==> src/rtl/spi_fast_proto.sv <==
// spi_fast_proto: protocol front-end downstream of the fast SPI slave core (user clock domain).
// Frames the received byte stream into transactions, where the first byte after CS assertion is
// the command and the rest are payload. It forwards every byte on a write-strobe bus, flags the
// end of each transaction, and feeds the core's transmit byte from a small response FIFO. When
// the FIFO is empty the core is given a fill byte.
//
// Ports:
//   clk, rst                  user clock, asynchronous active-high reset
//   spi_rx_data/spi_rx_stb    received byte and one-cycle strobe from the core
//   spi_tx_data/spi_tx_ack    next transmit byte to the core; core consumed it
//   spi_csn_fall/spi_csn_rise CS assert / deassert pulses from the core
//   pw_wdata/pw_wcmd/pw_wstb  forwarded byte, command flag, one-cycle strobe
//   pw_end                    one-cycle end-of-transaction pulse
//   resp_data/resp_valid      response FIFO push
//   resp_ready                response FIFO not full
//   resp_underrun             pulse: core consumed a byte while the FIFO was empty
//   xfer_bytes                bytes received in the current/last transaction (saturating)
module spi_fast_proto #(
  parameter int unsigned RESP_AW   = 2,
  parameter logic [7:0]  FILL_BYTE = 8'h00
) (
  input  logic        clk,
  input  logic        rst,
  input  logic [7:0]  spi_rx_data,
  input  logic        spi_rx_stb,
  output logic [7:0]  spi_tx_data,
  input  logic        spi_tx_ack,
  input  logic        spi_csn_rise,
  input  logic        spi_csn_fall,
  output logic [7:0]  pw_wdata,
  output logic        pw_wcmd,
  output logic        pw_wstb,
  output logic        pw_end,
  input  logic [7:0]  resp_data,
  input  logic        resp_valid,
  output logic        resp_ready,
  output logic        resp_underrun,
  output logic [15:0] xfer_bytes
);

  localparam int unsigned Depth = 1 << RESP_AW;

  typedef enum logic [1:0] {StIdle, StCmd, StData} state_e;

  state_e state_q, state_d;

  logic fwd;        // forward this cycle's received byte
  logic is_cmd;     // forwarded byte is the command byte
  logic end_now;    // rise while in DATA with no coincident byte
  logic end_later;  // rise coincident with a byte: pw_end follows that byte's strobe
  logic clr_cnt;    // transaction (re)start

  logic end_pend_q;

  // State register
  always_ff @(posedge clk or posedge rst) begin
    if (rst) begin
      state_q <= StIdle;
    end else begin
      state_q <= state_d;
    end
  end

  // Next-state logic. A rise ends the transaction even if a fall arrives in the same cycle.
  always_comb begin
    state_d = state_q;
    unique case (state_q)
      StIdle: if (spi_csn_fall) state_d = StCmd;
      StCmd: begin
        if (spi_csn_rise)      state_d = StIdle;
        else if (spi_csn_fall) state_d = StCmd;
        else if (spi_rx_stb)   state_d = StData;
      end
      StData: begin
        if (spi_csn_rise)      state_d = StIdle;
        else if (spi_csn_fall) state_d = StCmd;
      end
      default: state_d = StIdle;
    endcase
  end

  // Decoded actions
  always_comb begin
    fwd       = 1'b0;
    is_cmd    = (state_q == StCmd);
    end_now   = 1'b0;
    end_later = 1'b0;
    clr_cnt   = 1'b0;
    if (state_q == StIdle) begin
      clr_cnt = spi_csn_fall;
    end else if (spi_csn_rise) begin
      fwd       = spi_rx_stb;
      end_later = spi_rx_stb;
      end_now   = !spi_rx_stb && (state_q == StData);
    end else if (spi_csn_fall) begin
      // Missed rise: restart silently, dropping any coincident byte.
      clr_cnt = 1'b1;
    end else begin
      fwd = spi_rx_stb;
    end
  end

  // Registered write-strobe bus and byte counter
  always_ff @(posedge clk or posedge rst) begin
    if (rst) begin
      pw_wdata   <= 8'h00;
      pw_wcmd    <= 1'b0;
      pw_wstb    <= 1'b0;
      pw_end     <= 1'b0;
      end_pend_q <= 1'b0;
      xfer_bytes <= 16'h0000;
    end else begin
      pw_wstb    <= fwd;
      end_pend_q <= end_later;
      pw_end     <= end_now | end_pend_q;
      if (fwd) begin
        pw_wdata <= spi_rx_data;
        pw_wcmd  <= is_cmd;
      end
      if (clr_cnt) begin
        xfer_bytes <= 16'h0000;
      end else if (fwd && (xfer_bytes != 16'hFFFF)) begin
        xfer_bytes <= xfer_bytes + 16'd1;
      end
    end
  end

  // Response FIFO
  logic [7:0]         mem [Depth];
  logic [RESP_AW-1:0] wr_ptr_q, rd_ptr_q;
  logic [RESP_AW:0]   cnt_q;
  logic               empty, full, pop, push;

  assign empty = (cnt_q == '0);
  assign full  = (cnt_q == (RESP_AW+1)'(Depth));
  assign pop   = spi_tx_ack && !empty;
  // A push into a full FIFO is still taken when a pop frees a slot in the same cycle.
  assign push  = resp_valid && (!full || pop) && !spi_csn_rise;

  assign resp_ready  = !full;
  assign spi_tx_data = empty ? FILL_BYTE : mem[rd_ptr_q];

  always_ff @(posedge clk or posedge rst) begin
    if (rst) begin
      wr_ptr_q      <= '0;
      rd_ptr_q      <= '0;
      cnt_q         <= '0;
      resp_underrun <= 1'b0;
    end else begin
      resp_underrun <= spi_tx_ack && empty;
      if (spi_csn_rise) begin
        wr_ptr_q <= '0;
        rd_ptr_q <= '0;
        cnt_q    <= '0;
      end else begin
        if (push) wr_ptr_q <= wr_ptr_q + 1'b1;
        if (pop)  rd_ptr_q <= rd_ptr_q + 1'b1;
        if (push && !pop)      cnt_q <= cnt_q + 1'b1;
        else if (pop && !push) cnt_q <= cnt_q - 1'b1;
      end
    end
  end

  always_ff @(posedge clk) begin
    if (push) mem[wr_ptr_q] <= resp_data;
  end

endmodule
==> config.mk <==
export PLATFORM = sky130hd
export DESIGN_NAME = spi_fast_proto
export DESIGN_NICKNAME = d
export VERILOG_FILES = /design/src/rtl/spi_fast_proto.sv
export SDC_FILE = /design/constraint.sdc
export NUM_CORES = 1
export LEC_CHECK = 0
export BUFFER_PORTS_ARGS = -buffer_cell sky130_fd_sc_hd__buf_2
export CAP_MARGIN = 20
export CORE_MARGIN = 5
export CORE_UTILIZATION = 55
export DETAILED_ROUTE_END_ITERATION = 16
export PLACE_DENSITY = 0.79
export SYNTH_ARGS = -nofsm -noshare
export SYNTH_HDL_FRONTEND = slang
export SYNTH_SLANG_ARGS = --single-unit
==> constraint.sdc <==
create_clock -name clk -period 6.02 [get_ports clk]
set_clock_uncertainty 0.05 [all_clocks]
set_input_delay 0.301 -clock clk [delete_from_list [all_inputs] [get_ports clk]]
set_output_delay 0.301 -clock clk [all_outputs]
set_load 0.02 [all_outputs]
==> impl_metrics.csv, run 1 <==
group,metric,value,unit
final_layout,synthToLayoutAreaGrowth,17.55,%
timing,relSlewSlack,53.55,%
timing,hold_violations,0,
logic_synthesis,yosysWarningCount,0,
placement,placed_cells,388,
timing,min_period_over_period,44.78,%
global_routing,grt_start_max_net_pins,39,
global_routing,gr-total-overflow,0,
logic_synthesis,synth_edf_count,32,
logic_synthesis,synth.avg_cell_area,12.02,µm²
final_layout,fillCellCount,424,
clocking,cts_buffer_depth,2,
global_routing,grt_pass1_wl,11390,µm
final_layout,layout-drive-gt1-share,26.81,%
detailed_routing,drt_iter0_drc,173,
clocking,cts.clk_slew.worst_paths,0.08,ns
timing,rsz0062_at_grt,"false",
logic_synthesis,syn_inst,267,
pwr,irDropWorstVdd,0.0002329,V
clocking,cts-resized-gates,0,
final_layout,stdcell_count,404,
setup_path,cp-end-kind,"register",
global_routing,antenna_found_initial,0,
global_routing,grt_usage,19.70,%
logic_synthesis,syn_nets,296,
job,drv_cap,0,
clocking,root_buffer,"clkbuf_8",
global_routing,grt_pass1_vias,2287,
floorplan,die_y,86.38,µm
logic_synthesis,netlist_area,3208,µm²
detailed_routing,final_antenna_net_count,0,
setup_path,critPathKind,"register to register",
setup_path,cp.arrival,2.92,ns
pwr,power.leakage,0.001672,µW
clocking,cts_sinks,70,
logic_synthesis,synthArstFlopShare,54.29,%
clocking,holdBufCountCts,0,
logic_synthesis,synth_cell_types,47,
final_layout,multiInputGateArea,1206,µm²
timing,slew_viol_final,0,
placement,place_congestion,0.7980,
timing,setup_violations,0,
clocking,htree_num_levels,3,
clocking,cts_made_buffers,9,
floorplan,coreArea,5574,µm²
floorplan,die_x,86.38,µm
floorplan,top_level_ports,60,
logic_synthesis,seq_area_frac_synth,59.59,%
timing,period_needed,2.696,ns
setup_path,cp_top_family,"simple AND/OR/NAND/NOR gates",
clocking,clk_latency,0.35,ns
floorplan,start_util,57.55,%
setup_path,required,6.24,ns
final_layout,diodes,0,
timing,fin_tns_setup,0,ns
clocking,cts_tree,"done",
detailed_routing,via_per_inst,5.792,
floorplan,die_area,7461,µm²
final_layout,fin_nets,356,
setup_path,crit_buf_inv,0,
clocking,postCtsSetupBuffers,0,
final_layout,regArea,1912,µm²
setup_path,cpPeakStageDelay,0.47,ns
floorplan,core.rowCount,27,
detailed_routing,wl,6777,µm
detailed_routing,vias,2340,
placement,io_buffers,59,
setup_path,crit_fanout,5,
placement,dpl.hpwl,4542,µm
setup_path,cpMaxStageDelayCell,"or3b_2",
logic_synthesis,ys_seq_elements,70,
logic_synthesis,synthFlopType,"dfrtp_1",
setup_path,critPathLaunchType,"register",
min_path,min_path_type,"primary input to async pin",
timing,max_freq,371.0,MHz
pwr,p_per_area,355.2,nW/µm²
outcome,status,"finished clean",
timing,worst_pin_slew,0.6910,ns
setup_path,path_cells,"or3b_1, o21ai_2, nor2_1, and2_1, fa_1, or3b_2, o21ai_0, nand2b_1, a21oi_1",
detailed_routing,drc,0,
detailed_routing,routedWlPerCell,16.77,µm
detailed_routing,drtPass1Iterations,4,
## logic make-up (layout without fill, tap and decap cells)
family | Yosys count | in the layout | synth area share [%]
xor+xnor | 4 | 4 | 1.092
compound gates | 30 | 30 | 6.318
fa+ha+maj | 6 | 6 | 2.574
simple gates | 114 | 114 | 18.18
flops | 70 | 70 | 59.59
buf+inv | 23 | 88 | 2.808
mux | 20 | 20 | 9.438
## report_power, final
part           leakage (µW)  total [µW]  switching (µW)  internal [µW]
logic              0.000769         336             195            141
registers          0.000793         593            47.3            546
clock network      0.000110         410             177            233
total               0.00167        1340             419            920
## per-stage QoR
stage | hold WS [ns] | utilization [%] | area [µm²] | worst slack, ns | total power [µW]
2_1_floorplan | 0.3218 | - | 3208 | 3.364 | 836.1
3_3_place_gp | 0.3780 | 63.79 | 3556 | 3.429 | 928.9
3_5_place_dp | 0.3728 | 63.79 | 3556 | 3.364 | 940.2
4_1_cts | 0.01403 | 67.65 | 3771 | 3.326 | 1347
5_1_grt | 0.05509 | 67.65 | 3771 | 3.151 | 1408
6_report | 0.004004 | 67.65 | 3771 | 3.324 | 1340
## state kept, by name (all words and copies together) (netlist names)
name	cells
mem	32
xfer_bytes	16
pw_wdata	8
cnt_q	3
rd_ptr_q	2
state_q	2
wr_ptr_q	2
end_pend_q	1
pw_end	1
pw_wcmd	1
pw_wstb	1
resp_underrun	1
## metal layers
| layer | routed length (µm) | global-route usage (%) |
|---|---|---|
| met2 | 3245 | 30.04 |
| met1 | 2951 | 27.03 |
| met3 | 451 | 5.894 |
| met5 | 0 | 0 |
| met4 | 128 | 6.799 |
## layout by cell type, fill, tap and decap left out, types with 8 or more instances in the layout
cell type and count:
dfrtp_1 38, nor3_1 8, mux4_2 8, nand2_1 39, clkbuf_8 9, edfxtp_1 32, buf_2 59, inv_1 12
a21oi_1 9, and2_1 15, nor2_1 16, mux2i_1 10
## final timing paths
kind                       cells past startpoint           start  slack, ns          end
setup reg to reg                               9        cnt_q[1]       3.32     cnt_q[2]
hold / removal                                 3             rst      0.004  pw_wdata[6]
min in group clk                               3  spi_rx_data[2]       0.09  pw_wdata[2]
setup / recovery                               9        cnt_q[1]       3.32     cnt_q[2]
hold reg to reg                                1      end_pend_q       0.39       pw_end
max in group asynchronous                      3             rst       5.58   state_q[1]
## area by class of cell
type / instances / share of cell area [%]
repair buffers: 60 / 8.029
inverters: 12 / 1.194
well taps: 72 / 2.389
multi-input cells: 174 / 31.98
clock buffers: 10 / 3.384
clock inverters: 6 / 2.322
flip-flops and latches: 70 / 50.70
## synth_stat cells (2+ instances only)
master    number  area [µm²]
mux2i_1       10       100.1
nand4_1        6       37.54
buf_2          3       15.01
o211ai_1       2       15.01
a41oi_1        2       17.52
and4_1         3       26.28
nand3b_1       2       15.01
xor2_1         2       17.52
xnor2_1        2       17.52
nor4_1         5       31.28
a31oi_1        2       12.51
clkbuf_1       7       26.28
a21oi_1        9       45.04
nor2_1        16       60.06
nand2b_1       3       18.77
and2_1        15       93.84
nand3_1        6       30.03
dfrtp_1       38       950.9
edfxtp_1      32       960.9
inv_1         12       45.04
mux2_2         2       22.52
and3_1         3       18.77
or3_1          2       12.51
o21ai_0        4       20.02
mux4_2         8       180.2
nand2_1       39       146.4
nor3_1         8       40.04
ha_1           5       62.56
## worst reg2reg max path: cells and delay by family, from the launching register on
kind / cells / cell delay [ns]
AO/OA/AOI/OAI: 3 / 0.48
adder cells (fa/ha/maj): 1 / 0.41
flip-flops: 1 / 0.41
AND/OR/NAND/NOR: 5 / 1.27
Note: power is estimated with default switching activity, not from simulation.
==> inputs of run 2 (changes only) <==
Settings changed: CORE_UTILIZATION 55 to 50, PLACE_DENSITY 0.79 to 0.76.
Clock period 6.02 ns to 2.3 ns, I/O delays scaled along.
==> impl_metrics.csv, run 2 (synthesis gave the netlist of run 1 again) <==
group,metric,value,unit
outcome,status,"finished clean",
setup_path,cp-end-kind,"register",
final_layout,regMostFlops,"mem",
timing,max_freq,435.2,MHz
placement,place_congestion,0.8395,
floorplan,die_area,8118,µm²
detailed_routing,final_antenna_net_count,0,
pwr,pwr-share-seq,43.8,%
timing,whs,0.06197,ns
floorplan,top_level_ports,60,
global_routing,grt_usage,17.93,%
pwr,pwr-share-comb,28.8,%
detailed_routing,vias,2363,
placement,io_buffers,59,
timing,setup_violations,0,
global_routing,gr-total-overflow,0,
clocking,root_buffer,"clkbuf_8",
final_layout,synthToLayoutAreaGrowth,26.29,%
global_routing,antenna_found_initial,0,
clocking,cts_made_buffers,9,
floorplan,die_x,90.10,µm
final_layout,stdcell_count,439,
detailed_routing,drc,0,
placement,placed_cells,402,
clocking,htree_num_levels,3,
final_layout,layout-drive-gt1-share,29.01,%
timing,rsz0062_at_grt,"true",
setup_path,cp.arrival,2.48,ns
timing,worst_pin_slew,0.6275,ns
final_layout,reg_top3,"mem x32, xfer_bytes x16, pw_wdata x8",
placement,dpl.hpwl,4510,µm
floorplan,coreArea,6314,µm²
setup_path,required,2.49,ns
detailed_routing,via_per_inst,5.383,
detailed_routing,wl_met1,2910,µm
final_layout,fin_nets,386,
clocking,cts_tree,"done",
clocking,cts.clk_slew.worst_paths,0.08,ns
final_layout,diodes,0,
pwr,p_per_area,863.7,nW/µm²
final_layout,layout_common_cells,"buf_2 (59), nand2_1 (39), dfrtp_1 (38)",
timing,layout_setup_ws,0.002121,ns
clocking,cts_sinks,70,
setup_path,crit_fanout,2,
pwr,irDropWorstVdd,0.0005854,V
detailed_routing,wl_met3,320,µm
setup_path,critPathKind,"register to register",
clocking,clk_latency,0.35,ns
global_routing,grt_pass1_wl,11760,µm
clocking,cts_buffer_depth,2,
final_layout,design_area,4051,µm²
placement,placed_cell_area,3647,µm²
final_layout,final_common_cell,"buf_2",
detailed_routing,dr_wl_met2,3495,µm
timing,period_needed,2.298,ns
placement,place_ws,-0.01929,ns
timing,slew_viol_final,0,
pwr,sw_frac_of_total,33.93,%
global_routing,grt_start_max_net_pins,39,
pwr,p_sw,1187,µW
setup_path,ff2ff_setup_slack,0.002,ns
detailed_routing,top_layer,"met4",
floorplan,start_util,50.81,%
min_path,min_path_type,"primary input to register",
global_routing,grt_pass1_vias,2430,
timing,relSlewSlack,57.85,%
detailed_routing,routedWlPerCell,15.53,µm
floorplan,die_y,90.10,µm
pwr,power.leakage,0.001793,µW
pwr,p_int,2312,µW
final_layout,post-route-util,64.17,%
final_layout,largest_reg_flops,32,
job,drv_cap,0,
timing,hold_violations,0,
detailed_routing,drtPass1Iterations,4,
pwr,clkPwrFrac,27.4,%
detailed_routing,wl,6818,µm
timing,min_period_over_period,99.91,%
detailed_routing,drt_iter0_drc,96,
setup_path,critPathLaunchType,"register",
floorplan,core.rowCount,29,
==> run 2: changes by cell type in the layout (fill, tap and decap cells not counted), moves of 2 or more <==
| cell | delta |
|---|---|
| clkinv_4 | -2 |
| or3b_4 | +2 |
| inv_8 | +2 |
| clkinvlp_4 | +2 |
| dlygate4sd3_1 | +20 |
| bufinv_16 | -2 |
| buf_4 | +10 |
| clkinv_2 | -2 |
| inv_6 | +3 |
==> run 2: final timing paths <==
kind,endpoint,from,cells after the start
worst max register to register,cnt_q[2],cnt_q[0],8
worst max-delay path,cnt_q[2],cnt_q[0],8
worst min register to register,pw_end,end_pend_q,1
max in group asynchronous,xfer_bytes[10],rst,4
worst min-delay path,rd_ptr_q[0],spi_csn_rise,2
min in group asynchronous,pw_wdata[4],rst,4
==> run 2: critical path: stages, from the launching register on <==
cell     delay (ns)
dfrtp_1        0.39
or3b_4         0.41
o21ai_4        0.15
nor2_2         0.06
and2_4         0.17
fa_2           0.36
or3b_4         0.38
a31oi_1        0.14
a21oi_1        0.08
==> run 2: final cells by class <==
type	instances	area [µm²]
multi-input cells	174	1232
clock buffers	9	123.9
clock inverters	7	63.81
flip-flops and latches	70	1912
fillers	485	2262
well taps	77	96.34
repair buffers	90	578.1
inverters	12	45.04
==> run 2: power groups by stage <==
stage	combinational (µW)	clock, µW	sequential, µW
after floorplan	631	0	1580
after global placement	946	0	1560
after detailed placement	971	0	1560
after CTS	1010	982	1540
after global routing	1110	1040	1560
final	1010	959	1530
==> run 2: per-stage QoR <==
step | TNS [ns] | total power [µW]
final | 0 | 3499
after global routing | -0.1252 | 3711
after CTS | 0 | 3535
after detailed placement | -0.01929 | 2534
after global placement | 0 | 2503
after floorplan | -0.09750 | 2208
==> run 2: timing repair <==
| item | in CTS | in global routing |
|---|---|---|
| pin swaps | 2 | 1 |
| hold endpoints to repair | 81 | 0 |
| setup buffers | 1 | 0 |
| endpoints found under the setup margin | 1 | 1 |
| hold buffers | 20 | 0 |
| resized for setup | 1 | 1 |
==> run 2: per-layer routing <==
layer,GRT usage (%),vias to the layer above
met5,0,-
met4,7.072,0
met3,4.341,8
met2,30.49,60
met1,21.93,1143
li1,-,1152
